$ cat config.mk
export PLATFORM = sky130hd
export DESIGN_NAME = mnist_result_display
export DESIGN_NICKNAME = d
export VERILOG_FILES = /design/src/rtl/mnist_result_display_pkg.sv /design/src/rtl/mnist_result_display_seg.sv /design/src/rtl/mnist_result_display.sv
export SDC_FILE = /design/constraint.sdc
export NUM_CORES = 1
export LEC_CHECK = 0
export BUFFER_PORTS_ARGS = -buffer_cell sky130_fd_sc_hd__buf_2
export CELL_PAD_IN_SITES_DETAIL_PLACEMENT = 0
export CELL_PAD_IN_SITES_GLOBAL_PLACEMENT = 1
export CORE_MARGIN = 8
export CORE_UTILIZATION = 48
export CTS_BUF_LIST = sky130_fd_sc_hd__clkbuf_8
export CTS_CLUSTER_DIAMETER = 80
export DETAILED_ROUTE_END_ITERATION = 12
export HOLD_SLACK_MARGIN = 0.05
export PLACE_DENSITY = 0.94
export SLEW_MARGIN = 30
export SYNTH_ARGS = -nofsm -noshare
export SYNTH_HDL_FRONTEND = slang
export SYNTH_SLANG_ARGS = --single-unit
export TNS_END_PERCENT = 30
$ cat constraint.sdc
create_clock -name clk -period 4.78 [get_ports clk]
set_input_delay 0.956 -clock clk [delete_from_list [all_inputs] [get_ports clk]]
set_output_delay 0.956 -clock clk [all_outputs]
set_load 0.02 [all_outputs]
$ cat src/rtl/mnist_result_display_pkg.sv
// mnist_result_display_pkg: shared display constants, types and BCD helper
package mnist_result_display_pkg;
    typedef logic [6:0] seg_t;
    typedef logic [3:0] bcd_t;
    localparam seg_t         SEG_BLANK = 7'b1111111;
    localparam seg_t         SEG_DASH  = 7'b0111111;
    localparam logic [3:0]   ANODE_OFF = 4'b1111;
    localparam logic [3:0]   DIGIT_E   = 4'hE;
    function automatic bcd_t bcd_inc(input bcd_t d);
        return (d == 4'd9) ? 4'd0 : d + 4'd1;
    endfunction
endpackage

$ cat src/rtl/mnist_result_display_seg.sv
// mnist_result_display_seg: hex to active-low seven-segment decoder {g,f,e,d,c,b,a}
module mnist_result_display_seg
    import mnist_result_display_pkg::*;
(
    input  logic [3:0] i_hex,
    output seg_t       o_seg
);
    // hex glyph lookup
    always_comb begin
        o_seg = SEG_BLANK;
        case (i_hex)
            4'h0: o_seg = 7'b1000000;
            4'h1: o_seg = 7'b1111001;
            4'h2: o_seg = 7'b0100100;
            4'h3: o_seg = 7'b0110000;
            4'h4: o_seg = 7'b0011001;
            4'h5: o_seg = 7'b0010010;
            4'h6: o_seg = 7'b0000010;
            4'h7: o_seg = 7'b1111000;
            4'h8: o_seg = 7'b0000000;
            4'h9: o_seg = 7'b0010000;
            4'hA: o_seg = 7'b0001000;
            4'hB: o_seg = 7'b0000011;
            4'hC: o_seg = 7'b1000110;
            4'hD: o_seg = 7'b0100001;
            4'hE: o_seg = 7'b0000110;
            4'hF: o_seg = 7'b0001110;
            default: o_seg = SEG_BLANK;
        endcase
    end
endmodule

$ cat src/rtl/mnist_result_display.sv
// mnist_result_display: latches DNN class, counts inferences in BCD, scans a 4-digit display
module mnist_result_display
    import mnist_result_display_pkg::*;
#(
    parameter int SCAN_DIV     = 25000,
    parameter int BLANK_CYCLES = 500
) (
    input  logic        clk,
    input  logic        rst_n,
    input  logic        in_valid,
    input  logic [15:0] in_data,
    input  logic        clear,
    output logic [3:0]  result,
    output logic        result_valid,
    output logic [11:0] count_bcd,
    output logic [6:0]  segment,
    output logic [3:0]  anode
);
    localparam int DW = $clog2(SCAN_DIV);

    logic [3:0]    r_result;
    logic          r_valid;
    logic          r_err;
    bcd_t          r_ones, r_tens, r_hund;
    logic [DW-1:0] r_div;
    logic [1:0]    r_idx;
    logic [3:0]    r_anode;
    seg_t          r_segment;
    logic [3:0]    w_digit;
    seg_t          w_dec;
    logic          w_slot_blank;
    logic          w_lz_blank;
    seg_t          w_seg_next;
    logic [3:0]    w_anode_next;

    // capture classification and advance the BCD inference count; clear beats a new sample
    always_ff @(posedge clk or negedge rst_n) begin
        if (!rst_n) begin
            r_result <= '0;
            r_valid  <= 1'b0;
            r_err    <= 1'b0;
            r_ones   <= '0;
            r_tens   <= '0;
            r_hund   <= '0;
        end else if (clear) begin
            r_result <= '0;
            r_valid  <= 1'b0;
            r_err    <= 1'b0;
            r_ones   <= '0;
            r_tens   <= '0;
            r_hund   <= '0;
        end else if (in_valid) begin
            r_result <= in_data[3:0];
            r_valid  <= 1'b1;
            r_err    <= (|in_data[15:4]) || (in_data[3:0] > 4'd9);
            r_ones   <= bcd_inc(r_ones);
            r_tens   <= (r_ones == 4'd9) ? bcd_inc(r_tens) : r_tens;
            r_hund   <= (r_ones == 4'd9 && r_tens == 4'd9) ? bcd_inc(r_hund) : r_hund;
        end
    end

    // free-running slot divider and digit index
    always_ff @(posedge clk or negedge rst_n) begin
        if (!rst_n) begin
            r_div <= '0;
            r_idx <= '0;
        end else if (r_div == DW'(SCAN_DIV - 1)) begin
            r_div <= '0;
            r_idx <= r_idx + 2'd1;
        end else begin
            r_div <= r_div + 1'b1;
        end
    end

    // digit selection, leading-zero and anti-ghost blanking
    always_comb begin
        w_slot_blank = r_div < DW'(BLANK_CYCLES);
        w_digit      = (r_idx == 2'd0) ? (r_err ? DIGIT_E : r_result) :
                       (r_idx == 2'd1) ? r_ones :
                       (r_idx == 2'd2) ? r_tens : r_hund;
        w_lz_blank   = (r_idx == 2'd2 && r_hund == 4'd0 && r_tens == 4'd0) ||
                       (r_idx == 2'd3 && r_hund == 4'd0);
        w_seg_next   = (w_slot_blank || w_lz_blank) ? SEG_BLANK :
                       (r_idx == 2'd0 && !r_valid) ? SEG_DASH : w_dec;
        w_anode_next = w_slot_blank ? ANODE_OFF : ~(4'b0001 << r_idx);
    end

    mnist_result_display_seg u_seg (
        .i_hex (w_digit),
        .o_seg (w_dec)
    );

    // register display drive so anode and segment change together without glitches
    always_ff @(posedge clk or negedge rst_n) begin
        if (!rst_n) begin
            r_anode   <= ANODE_OFF;
            r_segment <= SEG_BLANK;
        end else begin
            r_anode   <= w_anode_next;
            r_segment <= w_seg_next;
        end
    end

    assign result       = r_result;
    assign result_valid = r_valid;
    assign count_bcd    = {r_hund, r_tens, r_ones};
    assign segment      = r_segment;
    assign anode        = r_anode;
endmodule
==> metrics, run 1 <==
CP arrival 2.88 ns; Post-CTS Hold Buffers 0; CORE AREA 5140 sq um; max incr delay on CP 0.72 ns; WL final 5510 um; std cell rows 26; Worst-Margin Slew 0.769 ns; multi-input logic area 1330 sq um; final cell area excluding filler cells 2970 sq um; max_cap viols 0; IO buf count 47; clk sinks 46; H-tree depth 2; DRT Pass-1 Iters 4; Worst Skew 0.00728 ns; leakage power 1.36 nW; RSZ-0062 raised after global routing no; DRC violations left 0; post-synthesis sequential area ratio 45.1%; # fillers 508; Data required, critical path 5.03 ns; reg2reg path depth 8; Synth Net Count 301; fin cells 380; hold path cells 1; Hold WC Path Type register to register; CTS buffer count 5; Ys Warns 0; WP depth 8; final setup vio count 0; most frequent cells in the layout buf_2 (46), dfrtp_1 (35), nand2_1 (27), nor2_1 (24), ha_1 (21); Yosys reg bits 46; crit end category register; Top Family by Delay on Critical Path compound AO/OA/AOI/OAI gates; drt via density 5.40; register area 1160 sq um; Setup CP Type register to register; Final ANT Viol Nets 0; worst-case clock buffer depth 2; cell count after synthesis 260; Max-slew headroom 47.9%; initial core utilization 50.3%; Worst-Skew Late Latency 0.31 ns; die width 89.4 um; most common cell after layout, fill and taps aside buf_2; layout cells sized above 1 23.9%; f_max 379 MHz; Top Ports 48; Setup TNS Final 0 ns; Placed Cells 372; first-pass GRT wire length 9120 um; PD cells 274 nW/um^2; synthesis-to-layout area growth 15.1%; Post-CTS Setup Bufs 0; final hold violations 0; VDD IR-drop max 0.228 mV; Post-Syn Area 2580 sq um; CTS resizes 0; Detailed Place HPWL 4130 um; Synth Area per Inst 9.94 sq um; routed len/inst 14.5 um; CTS tree done; fin nets 350; die area 7990 sq um; post-synthesis async set-or-reset flop share 100%; largest net degree at the start of global routing 47; clk root buf clkbuf_8; fin. max-slew vios 0; gr usage total 15.0%; Crit Path Max Fanout 11; type of origin of the critical path register; outcome finished, final reports clean; GRT overflow 0; Final period util 55.2%; number of enable flip-flop cells after synthesis 0; Placer Congestion 0.807; Buffers & Inverters on Critical Path 2; critical path, cell by cell inv_1 -> ha_1 -> o311ai_1 -> inv_1 -> ha_1 -> or3_1 -> o21ai_1 -> o21ai_1; Reg clk slew, reported paths 0.09 ns; Vias 2052; synth unique cells 48; # diodes 0; ys flop type dfrtp_1; Worst path slowest cell o311ai_1; die span in y 89.4 um; Post-DP Area 2880 sq um; initial antenna violation count 0; crit path time final 2.64 ns; number of global-route vias before repair 1941; number of DRC violations after detailed-routing iteration 0 98
==> metrics by stage <==
stage                     hold slack, ns  total power, W  worst slack (ns)  util [%]
after CTS                          0.487        0.000826              1.81      57.8
after global placement             0.467        0.000572              2.03      56.0
after global routing               0.504        0.000857              1.91      57.8
after floorplan                    0.444        0.000520              2.19         -
after detailed placement           0.473        0.000575              1.83      56.0
final                              0.481        0.000815              2.14      57.8
==> flip-flops by register name (all words and copies together), names as in the netlist <==
signal	cells
anode	4
r_div	15
r_err	1
r_hund	4
r_idx	2
r_ones	4
r_tens	4
result	4
result_valid	1
segment	7
==> cell usage after synthesis (all sizes together) (3+ instances only) <==
cell type / count / area (sq um)
a21oi: 11 / 55.1
buf: 4 / 26.3
dfrtp: 35 / 876
dfstp: 11 / 289
ha: 21 / 263
inv: 16 / 60.1
mux2i: 9 / 90.1
nand2: 27 / 101
nand2b: 5 / 31.3
nand3: 12 / 60.1
nor2: 24 / 90.1
nor2b: 3 / 18.8
nor3: 6 / 30.0
nor3b: 5 / 37.5
nor4: 4 / 40.0
o211ai: 5 / 37.5
o21ai: 16 / 80.1
o221ai: 3 / 26.3
or4: 3 / 26.3
xnor2: 6 / 52.6
xor2: 8 / 70.1
==> routing by layer <==
layer / part of all wire [%] / track usage [%] / vias up
met5: 0 / 0 / -
met4: 1.5 / 6.34 / 0
met3: 5.0 / 2.94 / 7
met2: 48 / 25.4 / 33
met1: 45 / 18.0 / 998
li1: - / - / 1014
==> worst paths after layout <==
kind,from,to,slack (ns)
min reg2reg,r_div[0],r_div[0],0.48
max in group asynchronous,rst_n,anode[2],3.76
min,r_div[0],r_div[0],0.48
max,r_idx[0],segment[0],2.14
min in group asynchronous,rst_n,result[1],0.63
max reg2reg,r_idx[0],segment[0],2.14
==> where the power goes <==
| part | total [W] | internal, W | switching [W] | leakage, nW |
|---|---|---|---|---|
| registers | 0.000431 | 0.000405 | 0.0000258 | 0.577 |
| logic | 0.000136 | 0.0000502 | 0.0000858 | 0.739 |
| clock network | 0.000248 | 0.000106 | 0.000143 | 0.0447 |
==> area by class of cell <==
cell class	count	share of cell area [%]
Tap cell	70	2.95
Timing Repair Buffer	47	8.00
Clock inverter	3	0.842
Multi-Input combinational cell	193	44.7
Clock buffer	5	2.31
Sequential cell	46	39.2
Inverter	16	2.02
==> logic make-up after synthesis <==
kind of cell / after synthesis / share of synthesized area, %
multiplexers: 11 / 4.36
AO/OA/AOI/OAI: 49 / 12.6
flip-flops: 46 / 45.1
buffers and inverters: 21 / 3.49
AND/OR/NAND/NOR: 98 / 19.5
adder cells (fa/ha/maj): 21 / 10.2
XOR/XNOR: 14 / 4.75
No activity file was read; power rests on OpenSTA's default activity.
==> run 2, diff against run 1 <==
--- a/config.mk
+++ b/config.mk
@@ -9,12 +9,12 @@
 export CELL_PAD_IN_SITES_DETAIL_PLACEMENT = 0
 export CELL_PAD_IN_SITES_GLOBAL_PLACEMENT = 1
 export CORE_MARGIN = 8
-export CORE_UTILIZATION = 48
+export CORE_UTILIZATION = 40
 export CTS_BUF_LIST = sky130_fd_sc_hd__clkbuf_8
 export CTS_CLUSTER_DIAMETER = 80
 export DETAILED_ROUTE_END_ITERATION = 12
 export HOLD_SLACK_MARGIN = 0.05
-export PLACE_DENSITY = 0.94
+export PLACE_DENSITY = 0.84
 export SLEW_MARGIN = 30
 export SYNTH_ARGS = -nofsm -noshare
 export SYNTH_HDL_FRONTEND = slang
==> constraint.sdc (replaced) <==
create_clock -name clk -period 2.3 [get_ports clk]
set_input_delay 0.46 -clock clk [delete_from_list [all_inputs] [get_ports clk]]
set_output_delay 0.46 -clock clk [all_outputs]
set_load 0.02 [all_outputs]
==> run 2 against run 1 <==
Compared with the run above:
- worst hold slack lost 0.24 ns
- cell area grew 4.2%
- largest power group unchanged
- non-clock buffer count grew 13
==> metrics, run 2 (synthesis results as in run 1) <==
outcome finished, final reports clean; std cell rows 29; R2R Path Start r_idx[0]; final setup vio count 0; Max-slew headroom 62.1%; Setup CP Type register to register; crit path time final 2.16 ns; PD cells 555 nW/um^2; RSZ-0062 raised after global routing no; H-tree depth 2; Setup crit end segment[0]; reg2reg path depth 9; most common cell after layout, fill and taps aside buf_2; Hold WS 0.236 ns; clk root buf clkbuf_8; worst-case clock buffer depth 2; VDD IR-drop max 0.263 mV; initial antenna violation count 0; die width 96.4 um; max reg flops 15; Flop pwr share 51.8%; final core utilization 49.0%; Top Family by Delay on Critical Path multiplexers; Final period util 93.8%; final cell area excluding filler cells 3100 sq um; fin nets 363; WP depth 9; initial core utilization 40.9%; Post-CTS Hold Buffers 0; Vias 2112; gr usage total 13.2%; max incr delay on CP 0.42 ns; GRT overflow 0; synthesis-to-layout area growth 19.9%; Buffers & Inverters on Critical Path 1; worst reg2reg endpoint segment[0]; CTS buffer count 5; Post-DP Area 2990 sq um; Placer Congestion 0.790; CORE AREA 6310 sq um; number of global-route vias before repair 2051; # diodes 0; routed len/inst 14.6 um; Worst path slowest cell dfrtp_1; Worst-Skew Late Latency 0.30 ns; DRC violations left 0; DRT Pass-1 Iters 4; Setup WS pre-CTS -0.0678 ns; max_cap viols 0; flop2flop setup slack 0.14 ns; Sw Pwr 0.000519 W; critical path, cell by cell inv_2 -> ha_2 -> mux2_2 -> mux2i_1 -> o21ai_2 -> ha_2 -> or3_1 -> o21ai_1 -> o21ai_1; Worst Skew 0.00514 ns; type of origin of the critical path register; Most flops, register r_div; f_max 464 MHz; drt via density 5.28; leakage power 1.42 nW; number of DRC violations after detailed-routing iteration 0 79; PnR worst setup slack 0.143 ns; CTS tree done; Hold WC Path Type input pin to asynchronous set/reset pin; clk sinks 46; die area 9290 sq um; most frequent cells in the layout buf_2 (47), dfrtp_1 (35), nand2_1 (27), nor2_1 (24), ha_1 (18); Post-CTS Setup Bufs 0; CP arrival 2.39 ns; WL final 5820 um; fin. max-slew vios 0; die span in y 96.4 um; Crit Path Max Fanout 5; power share of the combinational group 17.7%; layout cells sized above 1 28.8%; Data required, critical path 2.54 ns; Reg clk slew, reported paths 0.09 ns; largest net degree at the start of global routing 47; Top Ports 48; Final ANT Viol Nets 0; worst setup path start r_idx[0]; clock share of power 30.4%; Internal Pwr Total 0.00120 W; IO buf count 47; # fillers 626; Detailed Place HPWL 4410 um; Worst-Margin Slew 0.568 ns; switching part of the total 30.2%; crit end category register; first-pass GRT wire length 9780 um; final hold violations 0
## run 2: power by group through the flow
| stage | logic (W) | registers [W] | clock network [W] |
|---|---|---|---|
| 6_report | 0.000305 | 0.000891 | 0.000523 |
| 3_5_place_dp | 0.000307 | 0.000907 | 0 |
| 3_3_place_gp | 0.000301 | 0.000907 | 0 |
| 5_1_grt | 0.000345 | 0.000899 | 0.000578 |
| 2_1_floorplan | 0.000147 | 0.000935 | 0 |
| 4_1_cts | 0.000308 | 0.000892 | 0.000544 |
## run 2: final cells by class
class / instances / area, sq um / share of cell area (%)
clock inverters: 2 / 12.5 / 0.404
clock buffers: 6 / 82.6 / 2.67
repair buffers: 60 / 333 / 10.7
well taps: 77 / 96.3 / 3.11
multi-input cells: 193 / 1350 / 43.5
flip-flops and latches: 46 / 1160 / 37.6
inverters: 16 / 60.1 / 1.94
## run 2: worst register-to-register path, cell delays in order, from the launching register on
cell and delay [ns]:
dfrtp_1 0.42, inv_2 0.09, ha_2 0.20, mux2_2 0.34, mux2i_1 0.16, o21ai_2 0.12, ha_2 0.21, or3_1 0.37
o21ai_1 0.09, o21ai_1 0.09
## run 2: layer usage
layer  vias up  track usage, %  routed length, um  part of all wire [%]
met1      1017            16.7               2560                    44
met4         0            3.78                 82                   1.4
met3        10            2.70                323                   5.5
met2        46            22.4               2850                    49
li1       1039               -                  -                     -
met5         -               0                  0                     0
## run 2: timing repair
item,4_1_cts,5_1_grt
pin swaps,0,0
endpoints found under the hold margin,0,0
setup endpoints to repair,5,4
resized for setup,1,5
## run 2: stage by stage
step / instances / power [W] / TNS (ns)
after global placement: 392 / 0.00121 / 0
after CTS: 400 / 0.00174 / 0
final: 400 / 0.00172 / 0
after floorplan: 260 / 0.00108 / 0
after global routing: 400 / 0.00182 / 0
after detailed placement: 392 / 0.00121 / -0.146
## run 2: how the worst min path moves through the flow
stage | from | end | depth (start not counted) | slack, ns
floorplan | rst_n | r_div[0] | 0 | 0.16
global placement | r_div[0] | r_div[0] | 1 | 0.47
detailed placement | r_div[0] | r_div[0] | 1 | 0.48
CTS | rst_n | result_valid | 2 | 0.26
global route | rst_n | r_div[12] | 2 | 0.29
finish | rst_n | r_ones[3] | 2 | 0.24
==> run 3, diff against run 2 <==
--- a/config.mk
+++ b/config.mk
@@ -14,6 +14,7 @@
 export CTS_CLUSTER_DIAMETER = 80
 export DETAILED_ROUTE_END_ITERATION = 12
 export HOLD_SLACK_MARGIN = 0.05
+export MAX_ROUTING_LAYER = met4
 export PLACE_DENSITY = 0.84
 export SLEW_MARGIN = 30
 export SYNTH_ARGS = -nofsm -noshare
==> constraint.sdc (replaced) <==
create_clock -name clk -period 1.74 [get_ports clk]
set_input_delay 0.348 -clock clk [delete_from_list [all_inputs] [get_ports clk]]
set_output_delay 0.348 -clock clk [all_outputs]
set_load 0.02 [all_outputs]
==> run 3 against run 2 <==
Compared with the run above:
- the run now ends with setup timing left
- sequential share of layout area down 5.2 points
- global-route usage increased by 2.0 points
- setup slack worse by 0.50 ns
- via count is 7.3% higher
- clock skew hardly changed
- utilization rose by 7.9 points
- clock-buffer cell count decreased by 1
- sequential power rose by 29%
- critical path depth unchanged
- worst hold slack better by 0.065 ns
- critical path type unchanged
- critical endpoint is now segment[3]
- largest power group unchanged
==> metrics, run 3 (synthesis results as in run 1) <==
Top Ports 48; Worst-Margin Slew 0.530 ns; Data required, critical path 1.97 ns; number of DRC violations after detailed-routing iteration 0 62; switching part of the total 30.7%; R2R Path Start r_idx[1]; die area 9290 sq um; Max-slew headroom 64.6%; fin nets 405; die span in y 96.4 um; type of origin of the critical path register; # diodes 0; PD cells 658 nW/um^2; final setup vio count 7; Detailed Place HPWL 5000 um; crit path time final 2.10 ns; CP arrival 2.33 ns; reg2reg path depth 9; Worst-Skew Late Latency 0.30 ns; Placer Congestion 0.848; f_max 477 MHz; WL final 6680 um; Vias 2266; gr usage total 15.3%; max_cap viols 0; die width 96.4 um; worst-case clock buffer depth 2; final cell area excluding filler cells 3590 sq um; Final period util 120%; register area 1160 sq um; Most flops, register r_div; DRC violations left 0; CTS tree done; initial core utilization 40.9%; worst reg2reg endpoint segment[3]; crit end category register; power share of the combinational group 24.1%; synthesis-to-layout area growth 39.1%; IO buf count 47; RSZ-0062 raised after global routing yes; hold path startpoint in_data[1]; hold path cells 3; DRT Pass-1 Iters 4; failing checks setup timing; Hold WS 0.301 ns; final hold violations 0; Post-DP Area 3320 sq um; Sw Pwr 0.000726 W; Flop pwr share 48.5%; outcome complete, but fails checks; max reg flops 15; fin. max-slew vios 0; Hold WC Path Type input pin to register; VDD IR-drop max 0.404 mV; flop2flop setup slack -0.36 ns; GRT overflow 0; Final ANT Viol Nets 0; Worst Hold End result[1]; PnR worst setup slack -0.356 ns; drt via density 5.13; CORE AREA 6310 sq um; Setup TNS Final -2.00 ns; H-tree depth 2; largest net degree at the start of global routing 22; # fillers 548; most frequent cells in the layout buf_2 (47), buf_4 (47), dfrtp_1 (35), nand2_1 (27), nor2_1 (23); number of global-route vias before repair 2285; clock share of power 27.3%; std cell rows 29; Crit Path Max Fanout 6; clk root buf clkbuf_8; Setup WS pre-CTS -0.336 ns; routed len/inst 15.1 um; initial antenna violation count 0; CTS buffer count 5; Setup CP Type register to register; Internal Pwr Total 0.00164 W; first-pass GRT wire length 10800 um; layout cells sized above 1 41.1%; multi-input logic area 1500 sq um; Worst Skew 0.00497 ns; leakage power 1.67 nW; clk sinks 46; PnR Total Power 0.00237 W; Reg clk slew, reported paths 0.09 ns
==> run 3: cell count changes in the layout (fill, tap and decap cells not counted), sizes merged <==
cell         before  now
inv              16   17
buf              60  101
clkinv            1    2
clkinvlp          1    0
clkbuf            6    5
dlygate4sd3       0    1
==> run 3: power groups by stage <==
stage	Combinational [W]	Clock (W)	Sequential, W
finish	0.000571	0.000647	0.00115
global route	0.000638	0.000707	0.00115
CTS	0.000549	0.000667	0.00115
detailed placement	0.000514	0	0.00117
global placement	0.000507	0	0.00116
floorplan	0.000203	0	0.00124
==> run 3: worst max path at each step <==
stage          slack (ns)    endpoint      from  cells past startpoint
6_report            -0.36  segment[3]  r_idx[1]                      9
2_1_floorplan       -0.25  segment[0]  r_idx[0]                      9
4_1_cts             -0.26  segment[0]  r_idx[1]                      9
5_1_grt             -0.44  segment[5]  r_idx[1]                      8
3_5_place_dp        -0.34  segment[4]  r_idx[1]                      9
3_3_place_gp        -0.29  segment[5]  r_idx[0]                      9
==> run 3: worst max-delay path, cell delays in order, from the launching register on <==
cell	delay, ns
dfrtp_1	0.44
ha_4	0.19
buf_6	0.11
o211ai_1	0.32
o311ai_4	0.22
buf_4	0.19
ha_4	0.26
nand2_1	0.06
o211ai_1	0.12
o211ai_1	0.12
==> run 3: layer usage <==
layer  part of all wire [%]  track usage, %  vias up  wire, um
li1                       -               -     1127         -
met1                     44            18.1     1078      2950
met2                     47            24.9       51      3130
met3                    7.7            4.17       10       517
met4                    1.3            4.54        0        86
met5                      0               -        -         0
==> run 3: layout make-up <==
type,count,share of cell area (%)
multi-input cells,193,41.7
flip-flops and latches,46,32.4
repair buffers,102,19.1
well taps,77,2.68
clock buffers,5,1.92
inverters,16,1.74
clock inverters,3,0.487
==> run 3: timing repair <==
item                                    in CTS  in global routing
hold buffers                                 1                  0
buffers inserted                             5                  4
endpoints found under the hold margin       10                  0
pin swaps                                   12                  9
resized for setup                           20                  7
endpoints found under the setup margin       7                 14
==> run 3: through the flow <==
step           util (%)  instances
2_1_floorplan         -        260
3_3_place_gp       52.6        424
3_5_place_dp       52.6        424
4_1_cts            55.8        438
5_1_grt            56.9        442
6_report           56.9        442
